===== config.mk =====
export PLATFORM = sky130hd
export DESIGN_NAME = cnn_layer_sequencer
export DESIGN_NICKNAME = d
export VERILOG_FILES = /design/src/rtl/cnn_pkg.sv /design/src/rtl/cnn_next_layer_sel.sv /design/src/rtl/cnn_layer_sequencer.sv
export SDC_FILE = /design/constraint.sdc
export NUM_CORES = 1
export LEC_CHECK = 0
export CAP_MARGIN = 30
export CORE_ASPECT_RATIO = 1.1
export CORE_MARGIN = 2
export CORE_UTILIZATION = 48
export DETAILED_ROUTE_END_ITERATION = 6
export PLACE_DENSITY = 0.77
export SLEW_MARGIN = 20
export SYNTH_ARGS = -nofsm -noshare
export SYNTH_HDL_FRONTEND = slang
export SYNTH_HIERARCHICAL = 1
export SYNTH_SLANG_ARGS = --single-unit

===== constraint.sdc =====
create_clock -name clk -period 2.3 [get_ports clk]
set_input_delay 0.345 -clock clk [delete_from_list [all_inputs] [get_ports clk]]
set_output_delay 0.345 -clock clk [all_outputs]
set_load 0.05 [all_outputs]

===== src/rtl/cnn_pkg.sv =====
// Shared types for the layer sequencer: FSM state encoding and layer-index width.
package cnn_pkg;

  localparam int STATE_W = 3;

  typedef enum logic [STATE_W-1:0] {
    S_IDLE   = 3'd0,
    S_LAUNCH = 3'd1,
    S_WAIT   = 3'd2,
    S_DONE   = 3'd3,
    S_ERR    = 3'd4
  } state_t;

  // A single-layer build still needs a 1-bit index.
  function automatic int layer_w(input int n);
    return (n <= 2) ? 1 : $clog2(n);
  endfunction

endpackage


===== src/rtl/cnn_next_layer_sel.sv =====
// Priority finder: lowest enabled layer strictly above cur, or lowest enabled overall.
module cnn_next_layer_sel #(
  parameter int NUM_LAYERS = 3,
  parameter int LAYER_W    = 2
) (
  input  logic [NUM_LAYERS-1:0] mask,
  input  logic [LAYER_W-1:0]    cur,
  input  logic                  from_start,
  output logic [LAYER_W-1:0]    idx,
  output logic                  found
);

  // Scan downwards so the lowest qualifying index is the last one written.
  always_comb begin
    idx   = '0;
    found = 1'b0;
    for (int i = NUM_LAYERS - 1; i >= 0; i--) begin
      if (mask[i] && (from_start || (LAYER_W'(i) > cur))) begin
        idx   = LAYER_W'(i);
        found = 1'b1;
      end
    end
  end

endmodule


===== src/rtl/cnn_layer_sequencer.sv =====
// Sequences NUM_LAYERS layer engines via start-pulse/done handshake, with bypass,
// per-layer watchdog, abort, continuous mode and a completed-frame counter.
module cnn_layer_sequencer
  import cnn_pkg::*;
#(
  parameter  int NUM_LAYERS = 3,
  parameter  int TMO_W      = 16,
  parameter  int FCNT_W     = 16,
  localparam int LAYER_W    = layer_w(NUM_LAYERS)
) (
  input  logic                  clk,
  input  logic                  rst,
  input  logic                  start,
  input  logic                  abort,
  input  logic                  cont_mode,
  input  logic [NUM_LAYERS-1:0] bypass,
  input  logic [TMO_W-1:0]      timeout_limit,
  input  logic [NUM_LAYERS-1:0] layer_done,
  output logic [NUM_LAYERS-1:0] layer_start,
  output logic [LAYER_W-1:0]    cur_layer,
  output logic                  busy,
  output logic                  done,
  output logic                  error,
  output logic [LAYER_W-1:0]    err_layer,
  output logic [FCNT_W-1:0]     frame_count
);

  state_t                state;
  logic [NUM_LAYERS-1:0] byp_q;
  logic [TMO_W-1:0]      timer;
  logic [LAYER_W-1:0]    first_idx, next_idx;
  logic                  first_found, next_found;
  logic                  go, cur_done, tmo_hit;

  function automatic logic [NUM_LAYERS-1:0] onehot(input logic [LAYER_W-1:0] i);
    onehot    = '0;
    onehot[i] = 1'b1;
  endfunction

  // Launch looks at the live bypass input; advance uses the mask latched for this frame.
  cnn_next_layer_sel #(.NUM_LAYERS(NUM_LAYERS), .LAYER_W(LAYER_W)) u_first (
    .mask       (~bypass),
    .cur        ('0),
    .from_start (1'b1),
    .idx        (first_idx),
    .found      (first_found)
  );

  cnn_next_layer_sel #(.NUM_LAYERS(NUM_LAYERS), .LAYER_W(LAYER_W)) u_next (
    .mask       (~byp_q),
    .cur        (cur_layer),
    .from_start (1'b0),
    .idx        (next_idx),
    .found      (next_found)
  );

  assign go       = ((state == S_IDLE) && start) || ((state == S_DONE) && cont_mode);
  assign cur_done = layer_done[cur_layer];
  assign tmo_hit  = (timeout_limit != '0) && (timer == timeout_limit - TMO_W'(1));

  always_ff @(posedge clk) begin
    if (!rst) begin
      state       <= S_IDLE;
      byp_q       <= '0;
      timer       <= '0;
      layer_start <= '0;
      cur_layer   <= '0;
      busy        <= 1'b0;
      done        <= 1'b0;
      error       <= 1'b0;
      err_layer   <= '0;
      frame_count <= '0;
    end else begin
      layer_start <= '0;
      done        <= 1'b0;
      if (abort) begin
        state     <= S_IDLE;
        busy      <= 1'b0;
        error     <= 1'b0;
        err_layer <= '0;
      end else if (go) begin
        byp_q <= bypass;
        busy  <= 1'b1;
        if (first_found) begin
          cur_layer   <= first_idx;
          layer_start <= onehot(first_idx);
          state       <= S_LAUNCH;
        end else begin
          state       <= S_DONE;
          done        <= 1'b1;
          frame_count <= frame_count + FCNT_W'(1);
        end
      end else begin
        case (state)
          S_LAUNCH: begin
            state <= S_WAIT;
            timer <= '0;
          end
          S_WAIT: begin
            if (timer != '1) timer <= timer + TMO_W'(1);
            // A done arriving on the last allowed cycle still counts as success.
            if (cur_done) begin
              if (next_found) begin
                cur_layer   <= next_idx;
                layer_start <= onehot(next_idx);
                state       <= S_LAUNCH;
              end else begin
                state       <= S_DONE;
                done        <= 1'b1;
                frame_count <= frame_count + FCNT_W'(1);
              end
            end else if (tmo_hit) begin
              state     <= S_ERR;
              busy      <= 1'b0;
              error     <= 1'b1;
              err_layer <= cur_layer;
            end
          end
          S_DONE: begin
            state <= S_IDLE;
            busy  <= 1'b0;
          end
          default: ;
        endcase
      end
    end
  end

endmodule


==> summary.txt <==
STA
  • Setup TNS: 0 ps
  • Final Critical Period: 2206 ps
  • Final Max Slew Viols: 0
  • Worst slew pin tran: 535.4 ps
  • Clk_skew: 4.609 ps
  • # setup viols final: 0
  • Fmax: 453.4 MHz
  • Final hold violation count: 0
  • Final period utilization: 95.89%
  • Rel. slew slack: 64.20%

Detailed routing
  • DRC: 0
  • DRT antenna net count: 0
  • Avg WL per Cell: 13.86 µm
  • Wirelength, routed: 7776 µm
  • Iter 0 DRT Violations: 138
  • Via density: 5.394
  • Vias: 3026
  • Drt pass-1 iters: 4

Logic synthesis
  • Synth area leader: dfxtp_1
  • Synth Area per Inst: 8.022 µm²
  • Yosys top cell area share: 32.03%
  • Synth top cells by count: 53 x nor2_1, 48 x dfxtp_1, 33 x nand2_1, 28 x xor2_1, 23 x xnor2_1
  • Yosys warning total: 6
  • #FFs+latches synth: 48
  • Count of cell types in the netlist: 62
  • Register area share after synthesis: 32.03%
  • Post-synth ARST share: 0%
  • Gate Count Post-Synth: 374
  • Count of flip-flops with a built-in enable after synthesis: 0
  • Prevailing post-synth register cell: dfxtp_1
  • Synthesized cell area: 3000 µm²
  • Leading post-synthesis cells by cell area: dfxtp_1 32%, xor2_1 8.2%, xnor2_1 6.7%, nor2_1 6.6%, nand2_1 4.1%
  • Most common cell in the netlist: nor2_1

GRT
  • GR Overflow Total: 0
  • Pin count of the biggest net entering global routing: 17
  • GRT Overall Usage: 22.90%
  • Initial antenna violation count: 0
  • Vias in the first global route: 2896
  • First-pass GRT wire length: 12770 µm

Finish
  • Post-Layout Inst Area: 4156 µm²
  • Layout cells sized above 1: 18.09%
  • Syn-to-layout area delta: 38.53%
  • Layout net count: 510
  • N_diodes: 0

Clocking
  • Clock Path Buffers: 2
  • Clock Latency Late Sink: 300 ps
  • Clk slew on worst S/H paths: 90 ps
  • CTS buffer count: 5
  • Clock tree sinks: 48
  • CTS tree: yes
  • Root Driver: clkbuf_8
  • H-tree Lvls: 2

Die
  • Die X-Extent: 79.38 µm
  • I/O Pins: 53
  • Rows: 30
  • DIE HEIGHT: 86.92 µm
  • Std-Cell Core Area: 6118 µm²
  • Die footprint: 6900 µm²
  • Initial Utilization: 49.04%

Pwr
  • Max VDD drop: 418.8 µV
  • Int Pwr: 1245 µW
  • Sw Pwr: 485.9 µW
  • Clock Power Share: 30.9%
  • Logic pwr share: 19.7%
  • Sw frac: 28.07%
  • Power density over cell area: 416.5 nW/µm²
  • P_leak: 0.001596 µW
  • Share of power burned in registers: 49.4%

Flow run
  • Max_cap viols: 0

Setup path
  • R2r startpoint: timer[3]
  • Worst Path Arrival: 2400 ps
  • Critical Path Start: start
  • WS Path Type: in2reg
  • Req. time, crit path: 2490 ps
  • Worst-path maximum fanout: 7
  • Startpoint types: input pin
  • CP Capture Type: register

Placement
  • Port Buf Inserts: 52
  • Gpl congestion: 0.8857
  • Cell Area, Placed: 3934 µm²
  • Post-detail-place hpwl: 5893 µm

Min path
  • Hold path startpoint: err_layer[1]
  • Hold Path Class: reg2reg

Outcome
  • Status: finished, final reports clean
==> final timing paths <==
| path | endpoint | slack, ps | cells past startpoint |
|---|---|---|---|
| setup / recovery | frame_count[11] | 90 | 8 |
| hold / removal | err_layer[1] | 470 | 2 |
| setup reg to reg | timer[14] | 130 | 7 |
| hold reg to reg | err_layer[1] | 470 | 2 |
==> sequential cells by signal (all words and copies together) (netlist names), 2 cells and up <==
register,flops
frame_count,16
cur_layer,2
err_layer,2
byp_q,3
layer_start,3
state,3
timer,16
==> metrics by stage <==
stage	hold WS (ps)	util [%]	total power (µW)	cells	setup slack (ps)
detailed placement	461.4	64.29	1199	550	-593.8
global route	493.7	67.93	1802	561	-34.46
CTS	476.5	66.11	1719	558	1.486
finish	472.1	67.93	1731	561	94.43
floorplan	453.8	-	1043	386	3.421
global placement	451.0	64.29	1192	550	-496.8
==> timing repair <==
item	in CTS	in global routing
resized for setup	24	18
endpoints found under the hold margin	0	0
setup endpoints to repair	6	9
pin swaps	8	11
buffers inserted	0	3
hold buffers	0	0
==> worst max-delay path, stage by stage <==
cell and delay (ps):
clkdlybuf4s50_1 490, or3b_1 370, a21o_1 210, o32a_1 250
nor3_4 290, and4_1 250, xnor2_1 110, nor2_1 70
==> metal layers <==
| layer | share of wire, % | wire [µm] | track usage (%) |
|---|---|---|---|
| met5 | 0 | 0 | 0 |
| met4 | 2.1 | 161 | 7.837 |
| met3 | 3.8 | 294 | 4.046 |
| met2 | 52 | 4069 | 41.76 |
| met1 | 42 | 3250 | 26.97 |
==> placed cells by master (no fill, tap or decap), drive strengths merged, types with 12 or more instances in the layout <==
master and count:
buf 48, nand3 13, nor2 55, dfxtp 48, nand2 33, nor3 17, conb 14, inv 19
nand4 12, a21oi 14, xnor2 23, xor2 28, clkdlybuf4s50 38
==> cells by family after synthesis <==
logic type | Yosys count | synth area share, %
and+or+nand+nor | 174 | 31.40
AOI/OAI and AO/OA | 61 | 14.39
xor gates and xnor gates | 51 | 14.89
DFF | 48 | 32.03
buffers and inverters | 31 | 4.462
muxes | 4 | 1.334
adders and majority gates | 3 | 1.251
other | 2 | 0.2503
==> cell type report <==
type / count / area, µm²
tap: 80 / 100.1
timing repair buffer: 99 / 870.8
multi-input combinational: 307 / 2057
clock buffer: 6 / 82.58
clock inverter: 2 / 13.76
sequential: 48 / 960.9
inverter: 19 / 71.32
fill: 530 / 1962
==> power by group through the flow <==
stage	Combinational (µW)	Sequential, µW	Clock, µW
3_5_place_dp	325	874	0
2_1_floorplan	150	893	0
5_1_grt	370	856	575
3_3_place_gp	319	874	0
4_1_cts	325	855	539
6_report	341	854	535
Power figures use the tool's default switching activity.
